### src/rtl/traffic_scheduler.sv
// traffic_scheduler: tick-driven lane move scheduler for a frogger-style game.
// A free-running prescaler makes a scheduler tick; each of eight lanes counts
// ticks and emits a one-cycle move strobe when its level-dependent period ends.
// A four-state FSM (IDLE/RUN/PAUSED/HIT) gates lane progress and difficulty.
module traffic_scheduler #(
  parameter int          TICK_DIV  = 250000,
  parameter logic [31:0] LANE_BASE = 32'h35645364,
  parameter logic [7:0]  LANE_DIR  = 8'b01010101,
  parameter int          HIT_TICKS = 50
) (
  input  logic       CLK,
  input  logic       RST_N,
  input  logic       start,
  input  logic       pause,
  input  logic       level_up,
  input  logic       collision,
  output logic [7:0] move_en,
  output logic [7:0] move_dir,
  output logic [2:0] level,
  output logic [1:0] state
);

  localparam int PW = (TICK_DIV > 1) ? $clog2(TICK_DIV) : 1;
  localparam int HW = (HIT_TICKS > 0) ? $clog2(HIT_TICKS + 1) : 1;

  typedef enum logic [1:0] {
    S_IDLE   = 2'd0,
    S_RUN    = 2'd1,
    S_PAUSED = 2'd2,
    S_HIT    = 2'd3
  } state_t;

  state_t        cur;
  logic [PW-1:0] presc;
  logic          tick;
  logic [HW-1:0] hit_cnt;
  logic          hit_done;
  logic [3:0]    cnt [8];
  logic [3:0]    eff [8];
  logic [7:0]    wrap;

  assign move_dir = LANE_DIR;
  assign state    = cur;
  assign tick     = (presc == PW'(TICK_DIV - 1));
  assign hit_done = (int'(hit_cnt) + 1 >= HIT_TICKS);

  // Prescaler: free-running 0..TICK_DIV-1 in every state; tick on the last count.
  always_ff @(posedge CLK) begin
    // NOTE: sequential state is always assigned with <= so every register
    // samples the pre-edge values of its neighbours, independent of order.
    if (!RST_N) presc <= '0;
    else if (tick) presc <= '0;
    else presc <= presc + 1'b1;
  end

  // Per-lane effective period (zero nibble means 1, shortened by level, min 1)
  // and the end-of-period detect for each lane counter.
  always_comb begin
    // NOTE: every output of a combinational block gets a default first so no
    // path leaves it unassigned, which would otherwise infer a latch.
    wrap = '0;
    for (int k = 0; k < 8; k++) begin
      logic [3:0] base;
      base = LANE_BASE[4*k +: 4];
      if (base == 4'd0) base = 4'd1;
      eff[k]  = (base > {1'b0, level}) ? base - {1'b0, level} : 4'd1;
      wrap[k] = (cnt[k] == eff[k] - 4'd1);
    end
  end

  // Control FSM with registered outputs: state, level, lane counters, hit
  // timer and the move strobes. Priority in RUN: collision > pause > level_up.
  always_ff @(posedge CLK) begin
    if (!RST_N) begin
      cur     <= S_IDLE;
      level   <= '0;
      hit_cnt <= '0;
      move_en <= '0;
      // NOTE: the lane counters are a small register array, not a RAM, so they
      // are reset explicitly along with the rest of the state.
      for (int k = 0; k < 8; k++) cnt[k] <= '0;
    end else begin
      move_en <= '0;
      case (cur)
        S_IDLE: begin
          if (start) begin
            cur <= S_RUN;
            for (int k = 0; k < 8; k++) cnt[k] <= '0;
          end
        end
        S_RUN: begin
          if (collision) begin
            cur     <= S_HIT;
            hit_cnt <= '0;
          end else if (pause) begin
            cur <= S_PAUSED;
          end else if (level_up) begin
            if (level != 3'd7) level <= level + 3'd1;
            for (int k = 0; k < 8; k++) cnt[k] <= '0;
          end else if (tick) begin
            move_en <= wrap;
            for (int k = 0; k < 8; k++)
              cnt[k] <= wrap[k] ? 4'd0 : cnt[k] + 4'd1;
          end
        end
        S_PAUSED: begin
          if (collision) begin
            cur     <= S_HIT;
            hit_cnt <= '0;
          end else if (!pause) begin
            cur <= S_RUN;
          end
        end
        S_HIT: begin
          if (tick) begin
            if (hit_done) begin
              cur     <= S_IDLE;
              hit_cnt <= '0;
            end else begin
              hit_cnt <= hit_cnt + HW'(1);
            end
          end
        end
        default: cur <= S_IDLE;
      endcase
    end
  end

endmodule

### config.mk
export PLATFORM = sky130hd
export DESIGN_NAME = traffic_scheduler
export DESIGN_NICKNAME = d
export VERILOG_FILES = /design/src/rtl/traffic_scheduler.sv
export SDC_FILE = /design/constraint.sdc
export NUM_CORES = 1
export LEC_CHECK = 0
export ABC_AREA = 1
export ABC_CLOCK_PERIOD_IN_PS = 1800
export CORE_MARGIN = 4
export CORE_UTILIZATION = 53
export CTS_CLUSTER_DIAMETER = 150
export CTS_CLUSTER_SIZE = 8
export DETAILED_ROUTE_END_ITERATION = 8
export MAX_ROUTING_LAYER = met4
export PLACE_DENSITY = 0.87
export SKIP_LAST_GASP = 1
export SLEW_MARGIN = 10
export SYNTH_ARGS = -nofsm -noshare
export SYNTH_HDL_FRONTEND = slang
export SYNTH_SLANG_ARGS = --single-unit
### constraint.sdc
create_clock -name CLK -period 1.8 [get_ports CLK]
set_input_delay 0.36 -clock CLK [delete_from_list [all_inputs] [get_ports CLK]]
set_output_delay 0.36 -clock CLK [all_outputs]
set_load 0.01 [all_outputs]
### Yosys cells after proc, flatten, opt, wreduce, memory -nomap -nowiden

Memory sizes are Yosys's and may differ from the RTL's.
Cells that the tools add are included.

* register bits after elaboration: 37
* memories: 1
* memory bits (writable): 32
* input bits: 6

* order comparisons: 5
* reduce and logical (&&, ||, !) cells: 8
* bitwise operators: 29
* add/sub/neg operators: 20
* multiplexer cells: 66
* equality and inequality tests: 19

Memories
* cnt: depth 8, width 4, read ports 8, clocked after Yosys merged registers in 0, write ports 8, line 38 `logic [3:0] cnt [8];`

Operator list (number)
* two-way mux 4 bit: 36
* adder 4 x 1 -> 4 bit (second input constant): 8
* equality test 4 bit: 8
* OR 1 bit: 24
* adder 18 x 1 -> 18 bit (second input constant): 1
* equality test 18 bit (second input constant): 1
* two-way mux 1 bit: 18
* two-way mux 6 bit: 3
* subtractor 4 x 1 -> 4 bit (second input constant): 4
* two-way mux 2 bit: 7
* one-hot mux 6 bit (2 select lines): 1
* subtractor 3 x 3 -> 4 bit (first input constant): 3
* AND reduction 5 bit: 2
* greater-than comparator 3 bit (first input constant): 3
* inequality test 3 bit (second input constant): 3
* one-hot mux 2 bit (4 select lines): 1
* adder 6 x 1 -> 7 bit (second input constant): 1
* greater-or-equal comparator 7 x 6 -> 1 bit (second input constant): 1
* adder 6 x 1 -> 6 bit (second input constant): 1
* inequality test 2 bit (second input constant): 3
* OR reduction 6 bit: 1
* NOT 1 bit: 5
* equality test 2 bit (second input constant): 2
* OR reduction 2 bit: 2
* other kinds (8): 8

### Depth between registers and ports, before layout

* depth after elaboration: 9
* mapped depth: 12

### Worst setup path after synthesis

No wires, ideal clock.

* path kind: reg2reg
* start: reg level[1]
* end: mem cnt[2][2] (netlist: cnt[0][10]), data pin
* stages on the path, launching flop included: 11
* setup time: 257 ps
* clock period less this slack: 2136 ps
* path buffers: 0
* arrival: 1879 ps
* required time: 1543 ps
* slack: -336 ps
* path through: dfxtp_1 > ha_1 > inv_1 > ha_1 > nand2_1 > inv_1 > ha_1 > xor2_1 > nand4_1 > o21ai_2 > nor2_1

RTL lines
* start: declaration: line 19 `output logic [2:0] level,`
* start signal: assignment: line 98 `if (level != 3'd7) level <= level + 3'd1;`
* end: declaration: line 38

==> results.md <==
- First drt pass iteration count: 4
- Share of post-route cells with drive strength above 1: 0.220
- Initial Util: 0.548
- Grt total ovfl: 0
- Final HPWL DP: ~6 mm
- Hold Slack: ~0.48 ns
- Ant diodes: 0
- GRT Total Usage: 0.197
- Mapped Avg Cell Area: 8.22 um2
- Clock transition at path regs: 0.08 ns
- Maxcap violations: 0
- Commonest non-fill, non-tap cell in the layout: nand2_1
- Port Buf Inserts: 18
- Ports: 27
- Mapped Area: around 4000 um2
- Setup violators final: 13
- Hold Vio Cnt, Final: 0
- CP Capture Type: register
- Worst vdd ir: just over 0.5 mV
- Post-Syn Instances: just under 500
- Predominant post-synthesis flop cell: dfxtp_1
- Vias in the first global route: 3184
- Routed via count: ~3300
- Hold Crit Class: reg -> reg
- Clk Tree Root Cell: clkbuf_8
- Fin Setup TNS: -1.38 ns
- Routed Antenna Nets: 0
- Clock Latency Late Sink: approximately 0.35 ns
- Number of flops mapped to enable cells by yosys: 28
- Synth Register Bits: 69
- Final WL: approximately 8.0 mm
- TritonCTS clock tree: done
- CTS Sinks: 69
- Largest net degree at the start of global routing: 19
- Syn. warnings: 0
- Type of origin of the critical path: register
- Core area: ~7300 um2
- Die ar.: slightly below 9000 um2
- Failing checks: setup timing
- Row Count: 31
- Average wire per standard cell: between 10 and 15 um
- Post-synthesis sequential area ratio: 0.418
- Nets: about 580
- Worst reg2reg setup slack: -0.16 ns
- Static Leakage: about 2 nW
- Commonest cells after routing, fill and taps aside: nand2_1 (70), nor2_1 (61), inv_1 (43)
- H-tree Lvls: 3
- CP Class: reg -> reg
- Tcrit/Tclk final: 1.09
- Initial antenna violation count: 0
- Die height: around 95 um
- Outcome: complete, but fails checks
- DRC Markers: 0
- RSZ-0062 raised after global routing: yes
- CP arrival: about 2.1 ns
- Gp weighted congestion: 0.862
- Area Growth Syn to Fin: 23.8%
- Final clock skew: 0.0121 ns
- Die W: approximately 95 um
- Max clock buf depth: 2
- Fin. max-slew vios: 0
- Required time of the worst setup path: ~1.9 ns
- Vias per Instance: 5.03
- Post-synthesis cell type count: 37
- Synth async-reset ratio: 0
- Fmax: a little over 0.5 GHz
- Worst-path maximum fanout: 4
- CTS Buf Count: 9
- Power per cell area: about 840 nW/um2
- Min cycle time layout: between 1.5 and 2 ns
- DR iter-0 viols: between 100 and 150
- First-pass GRT wire length: between 10 and 15 mm
- Post-route setup slack: -0.161 ns
- Design Power: a little over 0.004 W
report_power, final:
part           leakage (nW)  total, W  switching [W]  internal, W
clock                0.0952   0.00119       0.000607     0.000585
combinational          1.30   0.00107       0.000578     0.000490
sequential            0.629   0.00186       0.000115      0.00174
total                  2.03   0.00412        0.00130      0.00282
synthesized netlist by cell type (all sizes together), types with 2 or more instances:
library cell   n  area [um2]
edfxtp        28         841
xor2          27         236
nand4         10        62.6
o21ai         11        70.1
conb           2        7.51
ha            22         275
a21oi         28         151
o21a           2        15.0
buf           10        76.3
nand2         81         319
or2            5        31.3
dfxtp         41         821
nand3b         3        22.5
nor3          12        60.1
nand3         43         233
xnor2         15         139
o21bai         5        37.5
clkbuf         2        7.51
nor2          75         322
inv           57         214
layer usage:
layer / part of all wire / vias to the layer above / global-route usage
li1: - / 1692 / -
met1: 0.44 / 1523 / 0.222
met2: 0.50 / 56 / 0.336
met3: 0.036 / 13 / 0.0422
met4: 0.017 / 0 / 0.0841
met5: 0 / - / -
metrics by stage:
step / instances / area (um2) / utilization / worst slack [ns]
3_5_place_dp: 631 / 4590 / 0.632 / -0.203
3_3_place_gp: 631 / 4590 / 0.632 / -0.137
6_report: 653 / 4910 / 0.678 / -0.161
5_1_grt: 653 / 4910 / 0.678 / -0.253
4_1_cts: 650 / 4830 / 0.666 / -0.142
2_1_floorplan: 489 / 4050 / - / -0.0747
final timing paths:
kind           endpoint        from  cells after the start
min reg2reg  hit_cnt[5]  hit_cnt[5]                      2
min          hit_cnt[5]  hit_cnt[5]                      2
max          cnt[1][14]    level[0]                     10
max reg2reg  cnt[1][14]    level[0]                     10
kinds of logic (layout without fill, tap and decap cells):
| logic type | Yosys count | in the layout | synth area share |
|---|---|---|---|
| compound gates | 48 | 48 | 0.0737 |
| xor+xnor | 42 | 42 | 0.0945 |
| fa+ha+maj | 22 | 22 | 0.0693 |
| buf+inv | 70 | 135 | 0.0759 |
| flops | 69 | 69 | 0.418 |
| other cells | 2 | 8 | 0.00189 |
| simple gates | 230 | 230 | 0.266 |
registers in the layout (all words and copies together) (netlist names):
| signal | cells |
|---|---|
| hit_cnt | 6 |
| level | 3 |
| presc | 18 |
| state | 2 |
| move_en | 8 |
| cnt | 32 |
final cells by class:
class,instances,area (um2)
flip-flops and latches,69,1670
repair buffers,61,543
multi-input cells,350,2160
fillers,584,2340
clock buffers,11,153
well taps,99,124
inverters,58,225
clock inverters,5,32.5
critical path, stage by stage (launching register included):
cell	delay, ns
dfxtp_4	0.38
ha_4	0.14
inv_2	0.04
ha_4	0.16
nand2_4	0.06
inv_2	0.04
ha_4	0.27
xor2_1	0.15
nand4_1	0.16
o21ai_2	0.24
nor2_1	0.08
what timing repair did:
item | 4_1_cts | 5_1_grt
setup endpoints to repair | 17 | 46
resized for setup | 8 | 21
hold buffers | 0 | 0
pin swaps | 8 | 15
buffers inserted | 3 | 3
Power figures use the tool's default switching activity.
